### src/rtl/pipe_pkg.sv
// Shared types for the elastic pipeline stage: FSM state encoding and occupancy width.
package pipe_pkg;

  localparam int OCC_W = 2;

  typedef enum logic [1:0] {
    ST_EMPTY = 2'd0,
    ST_ONE   = 2'd1,
    ST_TWO   = 2'd2
  } pipe_state_t;

  function automatic logic [OCC_W-1:0] state_occ(input pipe_state_t s);
    case (s)
      ST_ONE:  return 2'd1;
      ST_TWO:  return 2'd2;
      default: return 2'd0;
    endcase
  endfunction

endpackage

### src/rtl/pipe_slot.sv
// One payload + write-enable holding register; clear_wena vacates the slot
// without disturbing the payload bits.
module pipe_slot #(
  parameter int DATA_W = 256,
  parameter int WENA_W = 4
) (
  input  logic              clk,
  input  logic              rst,
  input  logic              load,
  input  logic              clear_wena,
  input  logic [DATA_W-1:0] d_data,
  input  logic [WENA_W-1:0] d_wena,
  output logic [DATA_W-1:0] q_data,
  output logic [WENA_W-1:0] q_wena
);

  always_ff @(posedge clk) begin
    if (rst) begin
      q_data <= '0;
      q_wena <= '0;
    end else if (load) begin
      q_data <= d_data;
      q_wena <= d_wena;
    end else if (clear_wena) begin
      q_wena <= '0;
    end
  end

endmodule

### src/rtl/pipe_stage_skid.sv
// Elastic pipeline stage: MAIN drives the outputs, SKID absorbs one beat on a stall
// so in_ready depends only on registered state.
//
//   state    | meaning
//   ---------+-------------------------------------------
//   ST_EMPTY | no beat held, outputs idle
//   ST_ONE   | MAIN holds the beat being presented
//   ST_TWO   | MAIN presented, SKID holds the next beat
module pipe_stage_skid
  import pipe_pkg::*;
#(
  parameter int DATA_W = 256,
  parameter int WENA_W = 4
) (
  input  logic              clk,
  input  logic              rst,
  input  logic              flush,
  input  logic              in_valid,
  output logic              in_ready,
  input  logic [DATA_W-1:0] in_data,
  input  logic [WENA_W-1:0] in_wena,
  output logic              out_valid,
  input  logic              out_ready,
  output logic [DATA_W-1:0] out_data,
  output logic [WENA_W-1:0] out_wena,
  output logic [OCC_W-1:0]  occupancy
);

  pipe_state_t state, state_nxt;

  logic              in_fire, out_fire;
  logic              main_load, main_clr, main_sel_skid;
  logic              skid_load, skid_clr;
  logic [DATA_W-1:0] main_data, skid_data, main_d_data;
  logic [WENA_W-1:0] main_wena, skid_wena, main_d_wena;

  assign in_ready  = (state != ST_TWO);
  assign out_valid = (state != ST_EMPTY);
  assign occupancy = state_occ(state);
  assign in_fire   = in_valid & in_ready & ~flush;
  assign out_fire  = out_valid & out_ready & ~flush;

  always_ff @(posedge clk) begin
    if (rst) state <= ST_EMPTY;
    else     state <= state_nxt;
  end

  always_comb begin
    state_nxt     = state;
    main_load     = 1'b0;
    main_clr      = 1'b0;
    main_sel_skid = 1'b0;
    skid_load     = 1'b0;
    skid_clr      = 1'b0;
    if (flush) begin
      state_nxt = ST_EMPTY;
      main_clr  = 1'b1;
      skid_clr  = 1'b1;
    end else begin
      case (state)
        ST_EMPTY: begin
          if (in_fire) begin
            state_nxt = ST_ONE;
            main_load = 1'b1;
          end
        end
        ST_ONE: begin
          if (in_fire && out_fire) begin
            main_load = 1'b1;
          end else if (in_fire) begin
            state_nxt = ST_TWO;
            skid_load = 1'b1;
          end else if (out_fire) begin
            state_nxt = ST_EMPTY;
            main_clr  = 1'b1;
          end
        end
        ST_TWO: begin
          if (out_fire) begin
            state_nxt     = ST_ONE;
            main_load     = 1'b1;
            main_sel_skid = 1'b1;
            skid_clr      = 1'b1;
          end
        end
        default: state_nxt = ST_EMPTY;
      endcase
    end
  end

  // SKID always refills MAIN ahead of any newer beat, preserving FIFO order
  assign main_d_data = main_sel_skid ? skid_data : in_data;
  assign main_d_wena = main_sel_skid ? skid_wena : in_wena;

  pipe_slot #(.DATA_W(DATA_W), .WENA_W(WENA_W)) u_main (
    .clk        (clk),
    .rst        (rst),
    .load       (main_load),
    .clear_wena (main_clr),
    .d_data     (main_d_data),
    .d_wena     (main_d_wena),
    .q_data     (main_data),
    .q_wena     (main_wena)
  );

  pipe_slot #(.DATA_W(DATA_W), .WENA_W(WENA_W)) u_skid (
    .clk        (clk),
    .rst        (rst),
    .load       (skid_load),
    .clear_wena (skid_clr),
    .d_data     (in_data),
    .d_wena     (in_wena),
    .q_data     (skid_data),
    .q_wena     (skid_wena)
  );

  assign out_data = main_data;
  assign out_wena = main_wena & {WENA_W{out_valid}};

endmodule

### config.mk
export PLATFORM = sky130hd
export DESIGN_NAME = pipe_stage_skid
export DESIGN_NICKNAME = d
export VERILOG_FILES = /design/src/rtl/pipe_pkg.sv /design/src/rtl/pipe_slot.sv /design/src/rtl/pipe_stage_skid.sv
export SDC_FILE = /design/constraint.sdc
export NUM_CORES = 1
export LEC_CHECK = 0
export BUFFER_PORTS_ARGS = -buffer_cell sky130_fd_sc_hd__buf_2
export CAP_MARGIN = 40
export CORE_ASPECT_RATIO = 1.1
export CORE_UTILIZATION = 40
export CTS_CLUSTER_SIZE = 16
export DETAILED_ROUTE_END_ITERATION = 8
export PLACE_DENSITY_LB_ADDON = 0.1
export SYNTH_ARGS = -nofsm -noshare
export SYNTH_HDL_FRONTEND = slang
export SYNTH_HIERARCHICAL = 1
export SYNTH_SLANG_ARGS = --single-unit
### constraint.sdc
create_clock -name clk -period 3.2 [get_ports clk]
set_input_delay 0.64 -clock clk [delete_from_list [all_inputs] [get_ports clk]]
set_output_delay 0.64 -clock clk [all_outputs]
set_load 0.01 [all_outputs]
==> impl_metrics.yaml, run 1 <==
run_status:
  status: "finished, final reports clean"
logic_synthesis:
  syn_area_um2: 22600
  ys_warn_count: 6
  ys_top_cells_by_area: "dfxtp_1, mux2i_1, mux2_4"
  synth_common_cells: "dfxtp_1, nor2_1, mux2i_1"
  synth_top_cell_area_share: 0.462
  ys_seq_elements: 522
  syn_area_per_cell_um2: 11.3
  yosys.cell_types.count: 26
  synthArstFlopShare: 0
  syn-instance-count: 2001
  yosysMostFrequentCell: "dfxtp_1"
  synth_ff_type: "dfxtp_1"
  yosys.area.top_type: "dfxtp_1"
  synth_edf_count: 0
  synth_fp_nets: 2266
  ys_seq_area_frac: 0.462
sta:
  fin_crit_sh: 0.763
  fin_tns_setup_ps: 0
  rsz0062_at_grt: "false"
  clock.fmax_mhz: 410
  maxSlewViolCount: 0
  finalHoldViolations: 0
  tightest_slew_ps: 603
  setup_viol_count_final: 0
  slew_headroom: 0.598
  finClkSkew_ps: 9.14
  fin_crit_ps: 2440
final_layout:
  layout-area-overhead-vs-synth_pct: 21.4
  utilization: 0.491
  drive_gt1_frac: 0.366
  final_area_um2: 27500
  nFillCells: 5299
  finalNetCount: 2749
setup_path:
  cp-end-kind: "flop"
  rr_worst_depth: 6
  criticalPathCategory: "reg -> reg"
  cp.required_ps: 3660
  crit_path_start_kind: "flop"
  path_max_fanout: 45
  cp.arrival_ps: 2900
placement:
  io_buffers: 528
  placed_area_um2: 25600
  routabilityCongestion: 0.776
  dp_hpwl_um: 39800
pwr:
  power_density_nw_per_um2: 538
  leakagePower_uw: 0.0118
  peakVddDrop_mv: 0.418
floorplan:
  start_util: 0.404
  rows: 91
  ios: 529
  die_area_um2: 57600
  dieHeight_um: 252
  dieWidth_um: 229
  coreArea_um2: 56000
flow_run:
  max-cap-violations: 0
clocking:
  cts.sinks: 522
  cts_htree_levels: 2
  cts_setup_buffers: 0
  cts-buffers-inserted: 57
  ctsHoldBuffers: 0
  clk_pin_slew_ps: 60
  cts-root-buf: "clkbuf_16"
  clkLatencyLatePin_ps: 590
  ctsResizeCount: 0
  cts_tree: "done"
  cts_buffer_depth: 3
route:
  dr.first_iter.drc_count: 588
  wire_per_inst_um: 17.6
  dr.pass1.iters: 4
  vias: 15700
  viasPerCell: 4.80
  wirelength_um: 57600
  drc: 0
  ant_nets: 0
global_routing:
  antenna_found_initial: 17
  grt_first_pass_wirelength_um: 88300
  grt_usage: 0.192
  grt_overflow: 0
  grt_start_max_net_pins: 92
  grt_pass1_vias: 15400
hold_path:
  hold_path.class: "in -> reg"
  hold_depth: 3
## state kept, by name (all words and copies together), names as in the netlist
| signal | count |
|---|---|
| state | 2 |
| u_main/q_data | 256 |
| u_main/q_wena | 4 |
| u_skid/q_data | 256 |
| u_skid/q_wena | 4 |
## layer usage
metal | track usage | routed length (um)
met4 | 0.0526 | 1090
met3 | 0.0583 | 3710
met5 | 0 | 154
met2 | 0.324 | 27700
met1 | 0.236 | 24900
## cells in the final DEF, fill, tap and decap left out
master / synthesis / routed
nor4_1: 1 / 1
o21bai_1: 1 / 1
and3b_4: 0 / 1
clkinv_4: 0 / 1
mux2_4: 200 / 200
buf_8: 0 / 1
a21oi_1: 10 / 9
buf_12: 22 / 18
inv_1: 3 / 3
buf_2: 8 / 527
buf_4: 62 / 25
a21o_1: 1 / 1
clkbuf_8: 0 / 17
bufinv_16: 0 / 2
nor2_1: 514 / 514
a21oi_4: 0 / 1
nor2b_4: 1 / 1
clkinvlp_4: 0 / 1
or3b_1: 8 / 8
clkbuf_16: 0 / 57
nand2_1: 10 / 10
mux2i_1: 512 / 512
clkbuf_1: 40 / 13
clkinv_2: 0 / 12
a31o_2: 1 / 1
diode_2: 0 / 7
dfxtp_1: 522 / 522
a311oi_1: 1 / 1
and2b_1: 1 / 1
and2_1: 1 / 1
nor4b_2: 0 / 1
mux2_2: 60 / 60
nor2b_1: 5 / 5
## through the flow
step / hold WS (ps) / instances / power [uW] / setup slack [ps]
2_1_floorplan: 454 / 2001 / 7900 / 1320
3_3_place_gp: 466 / 3169 / 8460 / 678
3_5_place_dp: 475 / 3169 / 8500 / 662
4_1_cts: 255 / 3272 / 15000 / 724
5_1_grt: 275 / 3277 / 15400 / 541
6_report: 298 / 3279 / 14800 / 759
## worst paths after layout
kind | from | end | slack [ps]
setup / recovery | state[0] | u_skid/q_data[103] | 760
hold / removal | in_data[39] | u_skid/q_data[39] | 300
setup reg to reg | state[0] | u_skid/q_data[103] | 760
hold reg to reg | u_main/q_data[59] | u_main/q_data[59] | 480
## power breakdown
part           total, uW  internal (uW)  switching (uW)
Clock               6430           3810            2620
Combinational       1510            745             760
Sequential          6840           6720             111
## worst max-delay path: stages, from the launching register on
cell and delay (ps):
dfxtp_1 430, nor2b_1 320, nor4b_2 500, buf_4 330, buf_12 300, mux2i_1 260, nor2_1 50
## layout make-up
class	count	area, um^2	share of cell area
multi-input cells	1329	11000	0.401
flip-flops and latches	522	10500	0.380
repair buffers	571	3200	0.116
clock buffers	87	1710	0.0622
well taps	744	931	0.0339
clock inverters	16	136	0.00496
diodes	7	17.5	0.000637
inverters	3	11.3	0.000410
## cell families after synthesis
group,share of synthesized area
muxes,0.389
and+or+nand+nor,0.0936
DFF,0.462
buffers and inverters,0.0524
AOI/OAI and AO/OA,0.00365
Power figures use the tool's default switching activity.
==> run 2, diff against run 1 <==
==> constraint.sdc (replaced) <==
create_clock -name clk -period 2.35 [get_ports clk]
set_input_delay 0.47 -clock clk [delete_from_list [all_inputs] [get_ports clk]]
set_output_delay 0.47 -clock clk [all_outputs]
set_load 0.01 [all_outputs]
==> run 2 against run 1 <==
Effect of this change:
- global-route usage up 0.11 points
- worst setup slack got worse by 620 ps
- cell count rose by 0.58%
- via count increased by 0.33%
==> impl_metrics.yaml, run 2 (synthesis gave the netlist of run 1 again) <==
run_status:
  status: "finished, final reports clean"
setup_path:
  cp-end-kind: "flop"
  startpoint: "state[0]"
  r2r_slack_ps: 140
  timing.critical_path.to: "u_skid/q_data[107]"
  r2r_end: "u_skid/q_data[107]"
  cp.required_ps: 2830
  cp.arrival_ps: 2690
  path_max_fanout: 42
  rr_startpoint: "state[0]"
  crit_path_start_kind: "flop"
  criticalPathCategory: "reg -> reg"
  rr_worst_depth: 6
floorplan:
  ios: 529
  dieHeight_um: 252
  coreArea_um2: 56000
  die_area_um2: 57600
  start_util: 0.404
  dieWidth_um: 229
  rows: 91
sta:
  fin_crit_sh: 0.940
  slew_headroom: 0.662
  clock.fmax_mhz: 453
  finClkSkew_ps: 14.5
  fin_tns_setup_ps: 0
  rsz0062_at_grt: "false"
  finalHoldViolations: 0
  fin_crit_ps: 2210
  tightest_slew_ps: 507
  maxSlewViolCount: 0
  setup_viol_count_final: 0
route:
  dr.first_iter.drc_count: 639
  vias: 15800
  viasPerCell: 4.78
  drc: 0
  wire_per_inst_um: 17.5
  ant_nets: 0
  wirelength_um: 57800
  dr.pass1.iters: 4
global_routing:
  grt_overflow: 0
  grt_usage: 0.193
  grt_pass1_vias: 15600
  grt_first_pass_wirelength_um: 88700
  grt_start_max_net_pins: 65
  antenna_found_initial: 19
final_layout:
  finalNetCount: 2771
  utilization: 0.498
  layout-area-overhead-vs-synth_pct: 23.2
  nFillCells: 5306
  drive_gt1_frac: 0.371
  largestRegisters: "u_main/q_data: 256 flops, u_skid/q_data: 256 flops"
  final_area_um2: 27900
  final_common_cell: "buf_2"
  final_cell_mix: "buf_2, dfxtp_1, nor2_1, mux2i_1, mux2_4"
placement:
  routabilityCongestion: 0.811
  placed_area_um2: 26000
  dp_hpwl_um: 41000
  io_buffers: 528
pwr:
  p_switching_uw: 4750
  p_int_uw: 15600
  power_density_nw_per_um2: 729
  p_clk_frac: 0.438
  swShare: 0.234
  seqPwrFrac: 0.458
  combinationalPowerShare: 0.103
  peakVddDrop_mv: 0.567
  leakagePower_uw: 0.0120
clocking:
  clk_pin_slew_ps: 60
  cts_buffer_depth: 3
  clkLatencyLatePin_ps: 600
  cts-buffers-inserted: 56
  cts_htree_levels: 2
  cts_tree: "done"
  cts-root-buf: "clkbuf_16"
  ctsHoldBuffers: 0
  cts.sinks: 522
flow_run:
  max-cap-violations: 0
hold_path:
  hold_path.class: "in -> reg"
run 2: changes by cell type in the layout (fill, tap and decap cells not counted), moves of 2 or more:
cell	before	now
clkbuf_8	17	21
clkbuf_1	13	15
buf_12	18	33
clkinv_2	12	4
diode_2	7	5
buf_4	25	32
run 2: power by group through the flow:
stage	clock [uW]	combinational [uW]	sequential [uW]
2_1_floorplan	0	1140	9610
3_3_place_gp	0	2080	9510
3_5_place_dp	0	2120	9520
4_1_cts	9210	2120	9330
5_1_grt	9550	2280	9350
6_report	8910	2100	9320
run 2: timing repair:
| item | 4_1_cts | 5_1_grt |
|---|---|---|
| buffers inserted | 0 | 0 |
| setup endpoints to repair | 0 | 21 |
| endpoints found under the hold margin | 0 | 0 |
| gates resized for setup | 0 | 1 |
run 2: worst min path at each step:
stage | end | cells past startpoint | start | slack (ps)
finish | u_skid/q_data[191] | 3 | in_data[191] | 120
detailed placement | u_main/q_data[59] | 2 | u_main/q_data[59] | 470
global placement | u_main/q_data[59] | 2 | u_main/q_data[59] | 470
global route | u_skid/q_data[165] | 3 | in_data[165] | 100
floorplan | u_skid/q_data[0] | 2 | u_skid/q_data[0] | 450
CTS | u_skid/q_data[155] | 3 | in_data[155] | 70
run 2: cell type report:
| type | instances | area, um^2 | area share |
|---|---|---|---|
| flip-flops and latches | 522 | 10500 | 0.375 |
| inverters | 3 | 11.3 | 0.000404 |
| multi-input cells | 1329 | 11000 | 0.395 |
| clock buffers | 94 | 1800 | 0.0644 |
| repair buffers | 594 | 3560 | 0.128 |
| clock inverters | 7 | 96.3 | 0.00345 |
| diodes | 5 | 12.5 | 0.000449 |
| well taps | 744 | 931 | 0.0334 |
run 2: worst max-delay path: stages, from the launching register on:
cell and delay (ps):
dfxtp_1 440, nor2b_1 360, nor4b_2 370, buf_4 260
buf_12 300, mux2i_1 250, nor2_1 50
run 2: stage by stage:
step | hold slack, ps | setup WS [ps] | power, uW | cells
floorplan | 454 | 538 | 10800 | 2001
detailed placement | 474 | 40.4 | 11600 | 3192
global placement | 466 | 144 | 11600 | 3192
CTS | 72.1 | 30.5 | 20700 | 3293
global route | 98.9 | 1.73 | 21200 | 3297
finish | 121 | 141 | 20300 | 3298
run 2: metal layers:
metal | vias up | GRT usage | part of all wire | wire (um)
met5 | - | 0 | 0.0030 | 176
met4 | 28 | 0.0680 | 0.028 | 1650
met3 | 116 | 0.0607 | 0.066 | 3790
met2 | 349 | 0.322 | 0.47 | 27300
met1 | 7481 | 0.233 | 0.43 | 24900
li1 | 7801 | - | - | -
